`src/rtl/c_splitter_pkg.sv`:
```
// ---------------------------------------------------------------------------
// c_splitter_pkg
// Shared types and helpers for the c_splitter_n token fork.
//   - state_e      : FSM state encoding (3 bits)
//   - DELAY_W      : width of the free-delay down-counter
//   - calcOw()     : per-channel output width (full word or one slice)
//   - paramsLegal(): elaboration-time parameter sanity check
// ---------------------------------------------------------------------------
package c_splitter_pkg;

  typedef enum logic [2:0] {
    ST_IDLE      = 3'd0,
    ST_ISSUE     = 3'd1,
    ST_WAIT_FREE = 3'd2,
    ST_DELAY     = 3'd3,
    ST_FREE      = 3'd4
  } state_e;

  localparam int DELAY_W = 8;
  localparam int MIN_CH  = 2;
  localparam int MAX_CH  = 16;

  // Copy mode hands every channel the whole word, split mode one slice.
  function automatic int calcOw(input int copy, input int dataWidth, input int sliceWidth);
    return (copy != 0) ? dataWidth : sliceWidth;
  endfunction

  // Channel count must be in range, the delay must fit the 8-bit timer and,
  // in split mode, all slices must fit inside the input word.
  function automatic bit paramsLegal(input int numCh, input int dataWidth, input int copy,
                                     input int sliceWidth, input int freeDelay);
    return (numCh >= MIN_CH) && (numCh <= MAX_CH) &&
           (freeDelay >= 0) && (freeDelay < (1 << DELAY_W)) &&
           ((copy != 0) || ((sliceWidth > 0) && (numCh * sliceWidth <= dataWidth)));
  endfunction

endpackage

```
`src/rtl/c_splitter_n_free_delay_timer.sv`:
```
// ---------------------------------------------------------------------------
// free_delay_timer
// 8-bit loadable down-counter used to space the upstream free pulse.
// Ports:
//   clk, rstn   : clock, asynchronous active-low reset
//   load_i      : load load_val_i into the counter this cycle
//   load_val_i  : value to load
//   done_o      : high while the counter holds 1 (last delay cycle)
// ---------------------------------------------------------------------------
module free_delay_timer
  import c_splitter_pkg::*;
(
  input  logic               clk,
  input  logic               rstn,
  input  logic               load_i,
  input  logic [DELAY_W-1:0] load_val_i,
  output logic               done_o
);

  logic [DELAY_W-1:0] cnt_q;
  logic [DELAY_W-1:0] cnt_d;

  // Next count: a load wins, otherwise count down and park at zero.
  always_comb begin
    cnt_d = cnt_q;
    if (load_i) begin
      cnt_d = load_val_i;
    end else if (cnt_q != '0) begin
      cnt_d = cnt_q - DELAY_W'(1);
    end
  end

  // Counter register.
  always_ff @(posedge clk or negedge rstn) begin
    if (!rstn) begin
      cnt_q <= '0;
    end else begin
      cnt_q <= cnt_d;
    end
  end

  // Seeing 1 means this is the final delay cycle, so the FSM moves on next edge.
  assign done_o = (cnt_q == DELAY_W'(1));

endmodule

```
`src/rtl/c_splitter_n.sv`:
```
// ---------------------------------------------------------------------------
// c_splitter_n
// Parametrised drive/free fork. Accepts one token per upstream drive,
// latches its data, fans it out (whole or sliced) to the channels enabled
// by the token mask, collects their frees, waits FREE_DELAY cycles and
// returns a single free upstream.
// Ports:
//   clk, rstn       : clock, asynchronous active-low reset
//   i_drive         : upstream token-valid pulse
//   i_data          : token data, sampled on the accepting edge
//   i_mask          : per-token channel enable, sampled with i_data
//   i_freeNext_n    : per-channel free pulses from downstream
//   o_free          : one-cycle free pulse to upstream
//   o_driveNext_n   : per-channel one-cycle drive pulses
//   o_data_n        : packed channel data, channel k at [k*OW +: OW]
//   o_busy          : FSM not idle
//   o_err           : sticky protocol-error flag
//   o_token_cnt     : accepted-token counter (wrapping)
// ---------------------------------------------------------------------------
module c_splitter_n
  import c_splitter_pkg::*;
#(
  parameter int NUM_CH      = 4,
  parameter int DATA_WIDTHI = 32,
  parameter int COPY        = 0,
  parameter int SLICE_WIDTH = 8,
  parameter int FREE_DELAY  = 4,
  parameter int CNT_WIDTH   = 16,
  localparam int OW         = calcOw(COPY, DATA_WIDTHI, SLICE_WIDTH)
) (
  input  logic                   clk,
  input  logic                   rstn,
  input  logic                   i_drive,
  input  logic [DATA_WIDTHI-1:0] i_data,
  input  logic [NUM_CH-1:0]      i_mask,
  input  logic [NUM_CH-1:0]      i_freeNext_n,
  output logic                   o_free,
  output logic [NUM_CH-1:0]      o_driveNext_n,
  output logic [NUM_CH*OW-1:0]   o_data_n,
  output logic                   o_busy,
  output logic                   o_err,
  output logic [CNT_WIDTH-1:0]   o_token_cnt
);

  if (!paramsLegal(NUM_CH, DATA_WIDTHI, COPY, SLICE_WIDTH, FREE_DELAY)) begin : gen_bad_params
    $error("c_splitter_n: illegal parameter combination");
  end

  localparam logic [DELAY_W-1:0] FREE_DELAY_V = DELAY_W'(FREE_DELAY);

  state_e                 state_q, state_d;
  logic [NUM_CH-1:0]      pending_q, pending_d;
  logic [DATA_WIDTHI-1:0] data_q, data_d;
  logic [CNT_WIDTH-1:0]   cnt_q, cnt_d;
  logic                   err_q, err_d;
  logic                   timerLoad;
  logic                   timerDone;

  free_delay_timer u_timer (
    .clk        (clk),
    .rstn       (rstn),
    .load_i     (timerLoad),
    .load_val_i (FREE_DELAY_V),
    .done_o     (timerDone)
  );

  // Next-state logic. Frees are collected in ISSUE and WAIT_FREE; the exit
  // decision looks at the already-cleared pending vector so the last free
  // moves straight into the delay phase without an extra idle cycle.
  always_comb begin
    state_d   = state_q;
    pending_d = pending_q;
    data_d    = data_q;
    cnt_d     = cnt_q;
    err_d     = err_q;
    timerLoad = 1'b0;

    if ((state_q == ST_ISSUE) || (state_q == ST_WAIT_FREE)) begin
      pending_d = pending_q & ~i_freeNext_n;
    end

    // A free on a channel that owes nothing, or a drive while busy, is a
    // protocol error; both are otherwise ignored.
    if ((i_freeNext_n & ~pending_q) != '0) begin
      err_d = 1'b1;
    end
    if (i_drive && (state_q != ST_IDLE)) begin
      err_d = 1'b1;
    end

    unique case (state_q)
      ST_IDLE: begin
        if (i_drive) begin
          data_d    = i_data;
          pending_d = i_mask;
          cnt_d     = cnt_q + CNT_WIDTH'(1);
          if (i_mask != '0) begin
            state_d = ST_ISSUE;
          end else if (FREE_DELAY == 0) begin
            state_d = ST_FREE;
          end else begin
            state_d   = ST_DELAY;
            timerLoad = 1'b1;
          end
        end
      end
      ST_ISSUE, ST_WAIT_FREE: begin
        if (pending_d == '0) begin
          if (FREE_DELAY == 0) begin
            state_d = ST_FREE;
          end else begin
            state_d   = ST_DELAY;
            timerLoad = 1'b1;
          end
        end else begin
          state_d = ST_WAIT_FREE;
        end
      end
      ST_DELAY: begin
        if (timerDone) begin
          state_d = ST_FREE;
        end
      end
      ST_FREE: begin
        state_d = ST_IDLE;
      end
      default: begin
        state_d = ST_IDLE;
      end
    endcase
  end

  // State and datapath registers.
  always_ff @(posedge clk or negedge rstn) begin
    if (!rstn) begin
      state_q   <= ST_IDLE;
      pending_q <= '0;
      data_q    <= '0;
      cnt_q     <= '0;
      err_q     <= 1'b0;
    end else begin
      state_q   <= state_d;
      pending_q <= pending_d;
      data_q    <= data_d;
      cnt_q     <= cnt_d;
      err_q     <= err_d;
    end
  end

  // Channel data. Split mode hands channel 0 the most significant slice;
  // any low bits left over are simply not routed anywhere.
  for (genvar k = 0; k < NUM_CH; k++) begin : gen_ch
    if (COPY != 0) begin : gen_copy
      assign o_data_n[k*OW +: OW] = data_q;
    end else begin : gen_split
      assign o_data_n[k*OW +: OW] = data_q[DATA_WIDTHI-1-k*SLICE_WIDTH -: SLICE_WIDTH];
    end
  end

  logic unusedDataBits;
  assign unusedDataBits = ^data_q;

  assign o_driveNext_n = (state_q == ST_ISSUE) ? pending_q : '0;
  assign o_free        = (state_q == ST_FREE);
  assign o_busy        = (state_q != ST_IDLE);
  assign o_err         = err_q;
  assign o_token_cnt   = cnt_q;

endmodule

```
`config.mk`:
```
export PLATFORM = sky130hd
export DESIGN_NAME = c_splitter_n
export DESIGN_NICKNAME = d
export VERILOG_FILES = /design/src/rtl/c_splitter_pkg.sv /design/src/rtl/c_splitter_n_free_delay_timer.sv /design/src/rtl/c_splitter_n.sv
export SDC_FILE = /design/constraint.sdc
export NUM_CORES = 1
export LEC_CHECK = 0
export CORE_ASPECT_RATIO = 1.25
export CORE_MARGIN = 2
export CORE_UTILIZATION = 35
export DETAILED_ROUTE_END_ITERATION = 8
export SKIP_LAST_GASP = 1
export SYNTH_ARGS = -nofsm -noshare
export SYNTH_HDL_FRONTEND = slang
export SYNTH_SLANG_ARGS = --single-unit
```
`constraint.sdc`:
```
create_clock -name clk -period 3.4 [get_ports clk]
set_input_delay 0.51 -clock clk [delete_from_list [all_inputs] [get_ports clk]]
set_output_delay 0.51 -clock clk [all_outputs]
set_load 0.01 [all_outputs]
```
==> impl_metrics.env <==
export IMPL_viasPerCell=4.83
export IMPL_hpwlAfterDp_mm=4.38
export IMPL_diodes=0
export IMPL_cts_path_max_buffers=2
export IMPL_synth_cell_area_sq_um=2820
export IMPL_io_pins=98
export IMPL_cts_buffers=9
export IMPL_crit_path_max_fanout=8
export IMPL_setup_viol=0
export IMPL_core_rowCount=36
export IMPL_period_share_pct=72.6
export IMPL_synth_cell_types=43
export IMPL_ys_seq_elements=64
export IMPL_track_usage_pct=14.4
export IMPL_root_buffer="clkbuf_8"
export IMPL_wl_per_cell_um=13.6
export IMPL_fin_ws_ns=0.930
export IMPL_post_cts_buffers=0
export IMPL_grt_pass1_wl_mm=10.1
export IMPL_fill_cells=747
export IMPL_portBuffers=97
export IMPL_clock_latency_ns=0.34
export IMPL_finish_instance_area_sq_um=4060
export IMPL_worstPathArrival_ns=1.96
export IMPL_holdBufCountCts=0
export IMPL_synth_nets=277
export IMPL_internal_power_mw=1.75
export IMPL_yosys_warnings=0
export IMPL_gp_congestion=0.785
export IMPL_drv_slew=0
export IMPL_die_area_sq_um=8780
export IMPL_hold_class="input pin to asynchronous set/reset pin"
export IMPL_switching_share_pct=33.1
export IMPL_cts_htree_levels=3
export IMPL_reg2reg_setup_slack_ns=1.54
export IMPL_area_delta_synth_final_pct=44.3
export IMPL_initial_utilization_pct=36.1
export IMPL_synth_ff_type="dfrtp_1"
export IMPL_syn_instance_count=230
export IMPL_final_hold_viol_count=0
export IMPL_first_global_vias=2047
export IMPL_p_comb_share_pct=35.7
export IMPL_core_area_sq_um=7790
export IMPL_vias=2101
export IMPL_ys_seq_area_share_pct=56.9
export IMPL_p_per_area_nw_per_um2=643
export IMPL_drc=0
export IMPL_cts_tree="done"
export IMPL_clk_pin_slew_ns=0.07
export IMPL_dieWidth_um=84.2
export IMPL_p_seq_share_pct=42.6
export IMPL_clkPwrFrac_pct=21.7
export IMPL_finClkSkew_ns=0.00934
export IMPL_end_kind="output port"
export IMPL_grt_max_degree=37
export IMPL_synth_edff_count=0
export IMPL_antenna_found_initial=0
export IMPL_firstDrtPassIters=6
export IMPL_postCtsResizedCells=0
export IMPL_async_reset_ff_share_pct=100
export IMPL_placed_cell_area_sq_um=3890
export IMPL_fin_nets=382
export IMPL_cts_sinks=64
export IMPL_p_leak_nw=1.73
export IMPL_grt_overflow=0
export IMPL_place_ws_ns=1.15
export IMPL_cap_violations=0
export IMPL_status="completed"
export IMPL_fmax_mhz=405
export IMPL_postRouteAntennaNets=0
export IMPL_path_class="flop to output port"
export IMPL_netSwitchingPower_uw=865
export IMPL_critical_path_required_ns=2.89
export IMPL_wl_mm=5.92
export IMPL_rsz0062_at_grt="false"
export IMPL_startpoint_type="flop"
export IMPL_worst_r2r_cell_count=4
export IMPL_r2r_end="u_timer.cnt_q[0]$_DFFE_PN0P_"
export IMPL_drt_iter0_drc=52
export IMPL_fin_setup_tns_ns=0
export IMPL_place_inst=419
export IMPL_peakVddDrop_mv=0.299
export IMPL_synth_avg_cell_area_sq_um=12.2
export IMPL_layout_cells_non_filler=435
export IMPL_worst_hold_slack_ns=0.254
export IMPL_period_needed_ns=2.47
export IMPL_worstMarginPinSlew_ns=0.808
export IMPL_layout_drive_gt1_share_pct=17.6
export IMPL_timing_rr_start="state_q[1]$_DFFE_PN0P_"
export IMPL_die_y_um=104
export IMPL_relSlewSlack_pct=46.1
cell usage in the layout (no fill, tap or decap), drive strengths merged, types with 2 or more instances in the layout:
cell           synthesis  final
xnor2                 14     14
o22ai                  2      2
xor2                   4      4
nand2                 18     18
and2                   3      3
a21oi                  3      3
nor3                   5      5
o31ai                  2      2
nand3                 10     10
and3                   2      2
ha                     4      4
nor2                  14     14
clkinvlp               0      2
dfrtp                 64     64
mux2                  32     32
or3                    3      3
clkdlybuf4s50          0     96
buf                    5      5
o21ai                  9      9
clkinv                 0      4
clkbuf                 2      9
inv                   10     11
mux2i                  2      2
nand4                  4      4
and4                   2      2
kinds of logic after synthesis:
logic type / Yosys count / share of synthesized area (%)
AO/OA/AOI/OAI: 23 / 5.24
adder cells (fa/ha/maj): 4 / 1.78
XOR/XNOR: 18 / 5.87
AND/OR/NAND/NOR: 70 / 14.0
flip-flops: 64 / 56.9
multiplexers: 34 / 13.5
buffers and inverters: 17 / 2.71
worst max-delay path by stage:
| stage | start | endpoint | slack, ns | cells after the start |
|---|---|---|---|---|
| 6_report | state_q[0]$_DFFE_PN0P_ | o_driveNext_n[1] | 0.93 | 3 |
| 5_1_grt | state_q[0]$_DFFE_PN0P_ | o_driveNext_n[0] | 0.81 | 3 |
| 4_1_cts | state_q[0]$_DFFE_PN0P_ | o_driveNext_n[0] | 0.93 | 3 |
| 3_5_place_dp | i_drive | o_token_cnt[7]$_DFFE_PN0P_ | 1.15 | 5 |
| 3_3_place_gp | i_drive | o_token_cnt[7]$_DFFE_PN0P_ | 1.15 | 5 |
| 2_1_floorplan | state_q[1]$_DFFE_PN0P_ | data_q[10]$_DFFE_PN0P_ | 1.71 | 4 |
worst max-delay path, stage by stage (launching register included):
cell and delay [ns]:
dfrtp_1 0.52, or2b_1 0.33, nor3_1 0.19, clkdlybuf4s50_1 0.58
power groups by stage:
stage / clock (mW) / combinational (mW) / sequential [mW]
after floorplan: 0 / 0.494 / 1.14
after global placement: 0 / 0.933 / 1.12
after detailed placement: 0 / 0.948 / 1.13
after CTS: 0.590 / 0.947 / 1.11
after global routing: 0.630 / 1.02 / 1.15
final: 0.567 / 0.932 / 1.11
layout make-up:
cell class,count,area [sq um],area share (%)
Inverter,10,37.5,0.924
Sequential cell,64,1600,39.4
Timing Repair Buffer,101,996,24.5
Tap cell,95,119,2.93
Clock buffer,9,124,3.05
Multi-Input combinational cell,149,1140,28.0
Clock inverter,7,47.5,1.17
metal layers:
layer	GRT usage, %	part of all wire (%)
met5	0	0
met4	6.22	1.5
met3	3.73	4.5
met2	22.7	51
met1	18.8	43
cells in the mapped netlist (all sizes together) (2+ instances only):
cell type / instances / area share [%]
o31ai: 2 / 0.71
o21ai: 9 / 1.6
xnor2: 14 / 4.4
nand3: 10 / 1.8
nand2: 18 / 2.4
nor2: 14 / 2.4
and2: 3 / 0.67
inv: 10 / 1.3
dfrtp: 64 / 57
nand4: 4 / 0.89
or3: 3 / 0.67
nor3: 5 / 0.89
mux2i: 2 / 0.71
mux2: 32 / 13
xor2: 4 / 1.5
o22ai: 2 / 0.44
and3: 2 / 0.44
clkbuf: 2 / 0.27
ha: 4 / 1.8
and4: 2 / 0.71
a21oi: 3 / 0.53
buf: 5 / 1.1
metrics by stage:
stage               power [mW]  utilization, %
finish                    2.61            52.1
global route              2.80            52.1
CTS                       2.65            52.1
detailed placement        2.07            49.9
global placement          2.05            49.9
floorplan                 1.64               -
state kept, by name, indices dropped and copies added (netlist names):
register / flops
data_q: 32
state_q: 3
u_timer.cnt_q: 8
o_token_cnt: 16
o_err: 1
pending_q: 4
(Power assumes the default switching activity.)
